===== src/rtl/cpu_types_pkg.sv =====
// rtl/cpu_types_pkg.sv - shared CPU datapath types for the register file write queue
package cpu_types_pkg;

    typedef logic [31:0] word_t;
    typedef logic [4:0]  regbits_t;

    typedef struct packed {
        regbits_t sel;
        word_t    dat;
    } wq_entry_t;

    localparam int WQ_DEPTH_DEFAULT = 4;

endpackage


===== src/rtl/wq_fifo.sv =====
// rtl/wq_fifo.sv - in-order storage/pointer/occupancy FIFO of write-queue entries
module wq_fifo
    import cpu_types_pkg::*;
#(
    parameter int DEPTH = WQ_DEPTH_DEFAULT
) (
    input  logic                          clk_i,
    input  logic                          rst_i,
    input  logic                          push_i,
    input  wq_entry_t                     push_entry_i,
    input  logic                          pop_i,
    output wq_entry_t                     head_entry_o,
    output logic                          full_o,
    output logic                          empty_o,
    output logic [$clog2(DEPTH+1)-1:0]    occ_o,
    output logic [$clog2(DEPTH)-1:0]      head_o,
    output wq_entry_t [DEPTH-1:0]         mem_o
);

    localparam int PW = $clog2(DEPTH);
    localparam int CW = $clog2(DEPTH+1);
    localparam logic [PW-1:0] PTR_ONE = PW'(1);
    localparam logic [CW-1:0] OCC_ONE = CW'(1);

    wq_entry_t [DEPTH-1:0] mem_q;
    logic [PW-1:0]         head_q, head_d;
    logic [PW-1:0]         tail_q, tail_d;
    logic [CW-1:0]         occ_q, occ_d;
    logic                  push_ok;
    logic                  pop_ok;

    assign full_o       = (occ_q == CW'(DEPTH));
    assign empty_o      = (occ_q == '0);
    assign push_ok      = push_i && !full_o;
    assign pop_ok       = pop_i && !empty_o;
    assign head_entry_o = mem_q[head_q];
    assign occ_o        = occ_q;
    assign head_o       = head_q;
    assign mem_o        = mem_q;

    // Next-state for pointers (power-of-two depth wraps naturally) and occupancy
    always_comb begin
        head_d = head_q;
        tail_d = tail_q;
        occ_d  = occ_q;
        if (push_ok) begin
            tail_d = tail_q + PTR_ONE;
        end
        if (pop_ok) begin
            head_d = head_q + PTR_ONE;
        end
        if (push_ok && !pop_ok) begin
            occ_d = occ_q + OCC_ONE;
        end else if (pop_ok && !push_ok) begin
            occ_d = occ_q - OCC_ONE;
        end
    end

    // Pointer and occupancy registers; reset discards all queued entries
    always_ff @(posedge clk_i or posedge rst_i) begin
        if (rst_i) begin
            head_q <= '0;
            tail_q <= '0;
            occ_q  <= '0;
        end else begin
            head_q <= head_d;
            tail_q <= tail_d;
            occ_q  <= occ_d;
        end
    end

    // Entry storage; contents are only meaningful below occupancy, so no reset
    always_ff @(posedge clk_i) begin
        if (push_ok) begin
            mem_q[tail_q] <= push_entry_i;
        end
    end

endmodule


===== src/rtl/regfile_write_queue.sv =====
// rtl/regfile_write_queue.sv - register file write queue with pending-write scoreboard (optional forwarding: REGFILE_WQ_FWD_EN)
module regfile_write_queue
    import cpu_types_pkg::*;
#(
    parameter int DEPTH = WQ_DEPTH_DEFAULT
) (
    input  logic                          CLK,
    input  logic                          RST,
    input  logic                          req_valid,
    output logic                          req_ready,
    input  regbits_t                      req_sel,
    input  word_t                         req_dat,
    input  logic                          drain_en,
    output logic                          rf_wen,
    output regbits_t                      rf_wsel,
    output word_t                         rf_wdat,
    input  regbits_t                      rsel1,
    input  regbits_t                      rsel2,
    output logic                          busy1,
    output logic                          busy2,
    output logic                          fwd1_valid,
    output word_t                         fwd1_dat,
    output logic                          fwd2_valid,
    output word_t                         fwd2_dat,
    output logic [$clog2(DEPTH+1)-1:0]    count
);

    localparam int PW    = $clog2(DEPTH);
    localparam int CNT_W = $clog2(DEPTH+1);
    localparam logic [CNT_W-1:0] CNT_ONE = CNT_W'(1);

    wq_entry_t             push_entry;
    wq_entry_t             head_entry;
    wq_entry_t [DEPTH-1:0] fifo_mem;
    logic [PW-1:0]         fifo_head;
    logic                  full;
    logic                  empty;
    logic                  push;
    logic                  pop;
    logic [CNT_W-1:0]      occ;
    logic [CNT_W-1:0]      cnt_q [32];
    logic [CNT_W-1:0]      cnt_d [32];

    // Writes to r0 are handshaken but never stored
    assign req_ready  = !full;
    assign push       = req_valid && !full && (req_sel != '0);
    assign pop        = rf_wen;
    assign push_entry = '{sel: req_sel, dat: req_dat};

    assign rf_wen  = !empty && drain_en;
    assign rf_wsel = rf_wen ? head_entry.sel : '0;
    assign rf_wdat = rf_wen ? head_entry.dat : '0;
    assign count   = occ;

    wq_fifo #(
        .DEPTH (DEPTH)
    ) u_fifo (
        .clk_i        (CLK),
        .rst_i        (RST),
        .push_i       (push),
        .push_entry_i (push_entry),
        .pop_i        (pop),
        .head_entry_o (head_entry),
        .full_o       (full),
        .empty_o      (empty),
        .occ_o        (occ),
        .head_o       (fifo_head),
        .mem_o        (fifo_mem)
    );

    // Pending-write counters: a matching push and pop in one cycle cancel out
    always_comb begin
        cnt_d = cnt_q;
        for (int r = 1; r < 32; r++) begin
            if (push && (req_sel == 5'(r)) && !(pop && (head_entry.sel == 5'(r)))) begin
                cnt_d[r] = cnt_q[r] + CNT_ONE;
            end else if (pop && (head_entry.sel == 5'(r)) && !(push && (req_sel == 5'(r)))) begin
                cnt_d[r] = cnt_q[r] - CNT_ONE;
            end
        end
        cnt_d[0] = '0;
    end

    // Scoreboard registers
    always_ff @(posedge CLK or posedge RST) begin
        if (RST) begin
            for (int r = 0; r < 32; r++) begin
                cnt_q[r] <= '0;
            end
        end else begin
            for (int r = 0; r < 32; r++) begin
                cnt_q[r] <= cnt_d[r];
            end
        end
    end

    assign busy1 = (rsel1 != '0) && (cnt_q[rsel1] != '0);
    assign busy2 = (rsel2 != '0) && (cnt_q[rsel2] != '0);

`ifdef REGFILE_WQ_FWD_EN
    word_t         fwd1_hit_dat;
    word_t         fwd2_hit_dat;
    logic [PW-1:0] idx;

    // Walk oldest to youngest over live entries so the youngest match wins
    always_comb begin
        fwd1_hit_dat = '0;
        fwd2_hit_dat = '0;
        idx          = fifo_head;
        for (int i = 0; i < DEPTH; i++) begin
            idx = fifo_head + PW'(i);
            if (CNT_W'(i) < occ) begin
                if (fifo_mem[idx].sel == rsel1) begin
                    fwd1_hit_dat = fifo_mem[idx].dat;
                end
                if (fifo_mem[idx].sel == rsel2) begin
                    fwd2_hit_dat = fifo_mem[idx].dat;
                end
            end
        end
    end

    assign fwd1_valid = busy1;
    assign fwd2_valid = busy2;
    assign fwd1_dat   = busy1 ? fwd1_hit_dat : '0;
    assign fwd2_dat   = busy2 ? fwd2_hit_dat : '0;
`else
    logic unused_fwd;
    assign unused_fwd = ^{fifo_mem, fifo_head};
    assign fwd1_valid = 1'b0;
    assign fwd2_valid = 1'b0;
    assign fwd1_dat   = '0;
    assign fwd2_dat   = '0;
`endif

endmodule


===== config.mk =====
export PLATFORM = sky130hd
export DESIGN_NAME = regfile_write_queue
export DESIGN_NICKNAME = d
export VERILOG_FILES = /design/src/rtl/cpu_types_pkg.sv /design/src/rtl/wq_fifo.sv /design/src/rtl/regfile_write_queue.sv
export SDC_FILE = /design/constraint.sdc
export NUM_CORES = 1
export LEC_CHECK = 0
export ABC_AREA = 0
export CAP_MARGIN = 15
export CORE_MARGIN = 2
export CORE_UTILIZATION = 40
export DETAILED_ROUTE_END_ITERATION = 6
export SYNTH_ARGS = -nofsm -noshare
export SYNTH_HDL_FRONTEND = slang
export SYNTH_SLANG_ARGS = --single-unit

===== constraint.sdc =====
create_clock -name CLK -period 5.05 [get_ports CLK]
set_input_delay 0.505 -clock CLK [delete_from_list [all_inputs] [get_ports CLK]]
set_output_delay 0.505 -clock CLK [all_outputs]
set_load 0.02 [all_outputs]

==> metrics.md, run 1 <==
| Metric | Value |
|---|---|
| I/O pins | `161` |
| Worst Max-Slew Pin Slew | `between 1 and 1.5 ns` |
| Yosys warning total | `0` |
| Fmax | `266 MHz` |
| Count leader, synth | `edfxtp_1` |
| Buf/Inv on CP | `2` |
| Crit path largest cell delay | `0.92 ns` |
| Hold WC Path Type | `reg2reg` |
| Placer Congestion | `0.799` |
| Critical path's top delay family | `buffers and inverters` |
| Total power | `8.09 mW` |
| Layout cell share with drive strength beyond 1 | `0.124` |
| Clock latency at the later pin of the worst-skew pair | `0.56 ns` |
| Cts hold-fix bufs | `0` |
| Detail Route Antenna Nets | `0` |
| Initial antenna violation count | `2` |
| Pwr dens | `between 500 and 600 nW/um^2` |
| Critical Path Fanout Max | `19` |
| Syn Area/Cell | `13.8 um^2` |
| Die X-Extent | `180 um` |
| Port buffer count | `94` |
| CTS root buffer | `clkbuf_16` |
| Status | `complete, no violations` |
| Final hold violations | `0` |
| Largest net degree at the start of global routing | `74` |
| Hold path cells | `1` |
| Core footprint | `30600 um^2` |
| Setup crit start kind | `input pin` |
| Mapped cell area | `12400 um^2` |
| EDFF count, synth | `148` |
| Synth async-reset ratio | `0.403` |
| Die Ht | `180 um` |
| Fin crit period | `between 3 and 4 ns` |
| RR Endpoint | `cnt_q[5]` |
| LEAKAGE | `5.45 nW` |
| Drt drc | `0` |
| Grt ovf | `0` |
| Slew Limit Fails | `0` |
| Clock tree sinks | `248` |
| CTS max path bufs | `3` |
| Final Cycle Share | `0.744` |
| CP max-delay cell | `clkdlybuf4s50_1` |
| Final setup fails | `0` |
| WP data required | `~4.6 ns` |
| Avg WL per Cell | `~18 um` |
| Initial DRT Pass Iterations | `5` |
| Cell accounting for the most synthesized area | `edfxtp_1` |
| Maximum vdd drop | `320 uV` |
| Vias in the first global route | `approximately 7.3k` |
| CP Capture Type | `output pin` |
| Worst hold slack | `0.467 ns` |
| Hold path start | `cnt_q[68]` |
| Fin util | `0.473` |
| Post-CTS Setup Bufs | `0` |
| CTS resizes | `0` |
| First-pass GRT wire length | `40.2 mm` |
| H-Tree Depth | `1` |
| Routed WL | `25.3 mm` |
| Area of placed instances | `between 10000 and 15000 um^2` |
| Most frequent CP cell | `clkdlybuf4s50_1` |
| TritonCTS Buffers | `28` |
| Worst EP arrival | `3.25 ns` |
| Initial Utilization | `0.406` |
| DRT iter0 DRCs | `369` |
| Syn Inst Count | `902` |
| GR Util All Layers | `0.156` |
| Die Area | `32500 um^2` |
| CTS tree | `done` |
| Most used DFF post-synth | `edfxtp_1` |
| RSZ-0062 raised after global routing | `false` |
| Design area | `approximately 14000 um^2` |
| Maximum Capacitance Violations | `0` |
| CTS clk-pin slew, worst paths | `0.05 ns` |
| FP Rows | `64` |
| Routed vias/inst | `4.91` |
| Worst r2r src | `u_fifo.occ_o[0]` |
| Setup TNS | `0 ns` |
| Hold EP | `cnt_q[68]` |
| DR vias | `6979` |
| Fillers | `roughly 2.7k` |
| Dominant cells by area after synthesis | `edfxtp_1 36%, dfrtp_1 20%, mux4_2 7.4%` |
| FF-to-FF path depth | `11` |
| Crit path kind | `in2out` |
| CP cell instances | `clkdlybuf4s50_1 > a211oi_1 > o41ai_2 > a41oi_1 > or4_1 > clkdlybuf4s50_1` |
| Distinct cells, synth | `49` |
| Clock Skew | `0.0395 ns` |
| R2R setup slack | `1.86 ns` |
| Yosys top cell area share | `0.358` |
| Sequential fraction of the synthesis area | `0.559` |
| P&R area growth vs syn | `16.5%` |
| Post-DP HPWL | `17.5 mm` |
| Max transition margin | `0.296` |
| Fin nets | `approximately 1.1k` |
| Most frequent cells after synthesis | `148 x edfxtp_1, 100 x dfrtp_1, 70 x nor2_1` |
| Yosys reg bits | `248` |
how the worst max path moves through the flow:
| stage | startpoint | to | slack [ns] | cells after the start |
|---|---|---|---|---|
| 3_5_place_dp | rsel2[0] | busy2 | 1.31 | 6 |
| 4_1_cts | rsel2[0] | busy2 | 1.29 | 6 |
| 3_3_place_gp | rsel2[0] | busy2 | 1.35 | 6 |
| 2_1_floorplan | RST | cnt_q[0] | 1.93 | 1 |
| 5_1_grt | u_fifo.occ_o[0] | rf_wsel[2] | 1.13 | 5 |
| 6_report | rsel2[0] | busy2 | 1.29 | 6 |
layer usage:
layer	track usage	wire length (um)	up-vias
met5	0	16	-
met1	0.211	11300	3524
met3	0.0360	1460	43
met4	0.0416	672	2
li1	-	-	3235
met2	0.256	11800	175
registers in the layout (all words and copies together) (netlist names):
signal         flops
u_fifo.mem_o     148
cnt_q             93
u_fifo.occ_o       3
u_fifo.head_o      2
u_fifo.tail_q      2
worst register-to-register path: cells and delay by family, from the launching register on:
| family | cells | cell delay, ns |
|---|---|---|
| adder cells (fa/ha/maj) | 2 | 0.56 |
| XOR/XNOR | 2 | 0.30 |
| buffers and inverters | 2 | 0.43 |
| AND/OR/NAND/NOR | 4 | 0.66 |
| AO/OA/AOI/OAI | 1 | 0.70 |
| flip-flops | 1 | 0.44 |
power breakdown:
part           internal, mW  switching, mW  total (mW)
Clock                  1.23          0.793        2.02
Combinational          1.33           1.42        2.76
Sequential             2.81          0.499        3.31
placed cells by master (no fill, tap or decap), drive strengths merged, types with 35 or more instances in the layout:
| master | instances |
|---|---|
| and2 | 41 |
| clkbuf | 44 |
| clkdlybuf4s50 | 94 |
| conb | 66 |
| dfrtp | 100 |
| edfxtp | 148 |
| ha | 36 |
| inv | 41 |
| mux4 | 41 |
| nand2 | 45 |
| nor2 | 70 |
| nor3 | 35 |
| xnor2 | 35 |
| xor2 | 64 |
cell families after synthesis:
family	share of synthesized area
buf+inv	0.0613
compound gates	0.0249
other cells	0.000302
flops	0.559
fa+ha+maj	0.0878
mux	0.105
simple gates	0.0921
xor+xnor	0.0698
through the flow:
stage               instances  worst slack, ns
global placement         1369             1.35
finish                   1422             1.29
detailed placement       1369             1.31
floorplan                 967             1.93
global route             1421             1.13
CTS                      1421             1.29
final cells by class:
| class | instances | area [um^2] | share of cell area |
|---|---|---|---|
| Sequential cell | 248 | 6950 | 0.480 |
| Multi-Input combinational cell | 585 | 4970 | 0.343 |
| Timing Repair Buffer | 99 | 978 | 0.0676 |
| Clock buffer | 44 | 791 | 0.0546 |
| Tap cell | 396 | 495 | 0.0342 |
| Inverter | 41 | 156 | 0.0108 |
| Clock inverter | 8 | 141 | 0.00976 |
| Antenna cell | 1 | 2.50 | 0.000173 |
Note: power is estimated with default switching activity, not from simulation.
==> run 2, diff against run 1 <==
Clock period 5.05 ns to 3.2 ns, I/O delays scaled along.
==> metrics.md, run 2 (synthesis results as in run 1) <==
| Metric | Value |
|---|---|
| Die Area | `32500 um^2 (unchanged)` |
| Drt drc | `0 (unchanged)` |
| Final setup fails | `0 (unchanged)` |
| Worst EP arrival | `2.71 ns (-0.54 ns)` |
| CTS clk-pin slew, worst paths | `0.06 ns (about the same)` |
| Avg WL per Cell | `17.0 um (-4.2%)` |
| Final Cycle Share | `0.946` |
| Largest net degree at the start of global routing | `54 (-27%)` |
| TritonCTS Buffers | `28 (unchanged)` |
| DRT iter0 DRCs | `332 (-10%)` |
| Detail Route Antenna Nets | `0 (unchanged)` |
| Commonest non-fill, non-tap cell in the layout | `edfxtp_1` |
| CP Capture Type | `output pin` |
| Port buffer count | `94 (unchanged)` |
| Grt ovf | `0 (unchanged)` |
| P&R area growth vs syn | `18.3%` |
| Pwr dens | `867 nW/um^2 (+55%)` |
| Layout cell share with drive strength beyond 1 | `0.152 (+0.0277)` |
| Core footprint | `30600 um^2 (unchanged)` |
| Fillers | `2708 (-1.1%)` |
| Max transition margin | `0.518 (+0.222)` |
| Slew Limit Fails | `0 (unchanged)` |
| Crit path kind | `reg2out` |
| Post-CTS Setup Bufs | `0 (unchanged)` |
| WP data required | `2.88 ns (-1.67 ns)` |
| Largest register FFs | `148 (unchanged)` |
| R2R setup slack | `0.26 ns (-1.60 ns)` |
| Initial Utilization | `0.406 (unchanged)` |
| Die X-Extent | `180 um (unchanged)` |
| Hold WC Path Type | `in2async` |
| Fin nets | `1149 (+2.4%)` |
| Met3 WL | `1.63 mm (+12%)` |
| RSZ-0062 raised after global routing | `false` |
| Status | `complete, no violations` |
| Setup TNS | `0 ns (unchanged)` |
| Worst r2r src | `u_fifo.head_o[0]` |
| Setup crit start kind | `flop` |
| DR vias | `6978 (-0.014%)` |
| ANT cells | `0 (-1)` |
| Cts hold-fix bufs | `0 (unchanged)` |
| Wl on met1 | `10.8 mm (-3.8%)` |
| Routed vias/inst | `4.83 (-1.6%)` |
| Clock Skew | `0.0436 ns (+0.00412 ns)` |
| LEAKAGE | `5.58 nW (+2.4%)` |
| Die Ht | `180 um (unchanged)` |
| Total power | `12.8 mW (+58%)` |
| FF-to-FF path depth | `8 (-3)` |
| First-pass GRT wire length | `39.7 mm (-1.3%)` |
| GR Util All Layers | `0.154 (-0.00284)` |
| H-Tree Depth | `1 (unchanged)` |
| Vias in the first global route | `7264 (-0.89%)` |
| Placer Congestion | `0.785 (-1.8%)` |
| CTS max path bufs | `3 (unchanged)` |
| I/O pins | `161 (unchanged)` |
| Clock tree sinks | `248 (unchanged)` |
| Worst Max-Slew Pin Slew | `0.723 ns (-0.333 ns)` |
| Maximum Capacitance Violations | `0 (unchanged)` |
| RR Endpoint | `cnt_q[34]` |
| CTS root buffer | `clkbuf_16` |
| Maximum vdd drop | `501 uV (+57%)` |
| Routed wl met2 | `11.5 mm (-2.5%)` |
| Clock latency at the later pin of the worst-skew pair | `0.57 ns (about the same)` |
| Post-DP HPWL | `17.5 mm (+0.22%)` |
| Critical Path Fanout Max | `16 (-3)` |
| Most frequent cells in the layout | `148 x edfxtp_1, 99 x dfrtp_1, 93 x clkdlybuf4s50_1, 70 x nor2_1, 66 x conb_1` |
| FP Rows | `64 (unchanged)` |
| Initial antenna violation count | `2 (unchanged)` |
| Routed WL | `24.6 mm (-2.6%)` |
| CTS tree | `done` |
| Initial DRT Pass Iterations | `5 (unchanged)` |
| Highest Signal Layer | `met5` |
| Fin crit period | `3.03 ns` |
| Final hold violations | `0 (unchanged)` |
| Fmax | `about 330 MHz` |
[run 2: cell types whose count changed in the layout (fill, tap and decap cells not counted), moves of 2 or more]
cell / delta
nor3_2: +2
buf_12: +4
nor3_4: +2
clkbuf_8: -3
nor3_1: -4
clkinv_1: +5
buf_4: +23
clkbuf_1: -5
[run 2: critical path: stages (launching register included)]
cell	delay [ns]
dfrtp_2	0.49
buf_4	0.35
mux4_2	0.54
and2_1	0.20
clkdlybuf4s50_1	0.54
[run 2: timing repair]
action,CTS,global route
endpoints found under the setup margin,1,37
pin swaps,1,1
gates resized for setup,3,10
[run 2: layout make-up]
type	count	area, um^2	area share
Clock buffer	36	731	0.0497
Inverter	41	156	0.0106
Multi-Input combinational cell	585	5010	0.341
Timing Repair Buffer	126	1230	0.0834
Tap cell	396	495	0.0337
Sequential cell	248	6950	0.472
Clock inverter	13	136	0.00927
[run 2: how the worst max path moves through the flow]
stage / slack (ns) / depth (start not counted) / endpoint / start
6_report: 0.17 / 4 / rf_wdat[30] / u_fifo.head_o[0]
5_1_grt: 0.004 / 5 / rf_wsel[2] / u_fifo.occ_o[0]
4_1_cts: 0.01 / 5 / rf_wsel[2] / u_fifo.occ_o[0]
3_5_place_dp: 0.13 / 6 / busy2 / rsel2[0]
3_3_place_gp: 0.13 / 6 / busy2 / rsel2[0]
2_1_floorplan: 0.26 / 1 / cnt_q[0] / RST
[run 2: routing by layer]
metal / vias up / track usage
li1: 3305 / -
met4: 2 / 0.0368
met5: - / 0
met1: 3459 / 0.207
met3: 34 / 0.0410
met2: 178 / 0.249
[run 2: report_power, final]
part / switching, mW / internal [mW] / total, mW
sequential: 0.807 / 4.43 / 5.24
combinational: 2.25 / 2.24 / 4.49
clock: 1.26 / 1.77 / 3.02
total: 4.31 / 8.44 / 12.8
[run 2: stage by stage]
stage | hold WS (ns) | util | area, um^2 | std cells | worst slack [ns]
finish | 0.241 | 0.481 | 14700 | 1445 | 0.173
global route | 0.319 | 0.481 | 14700 | 1445 | 0.00435
CTS | 0.264 | 0.480 | 14700 | 1445 | 0.0102
detailed placement | 0.458 | 0.451 | 13800 | 1396 | 0.126
global placement | 0.457 | 0.451 | 13800 | 1396 | 0.134
floorplan | 0.419 | - | 12700 | 967 | 0.261
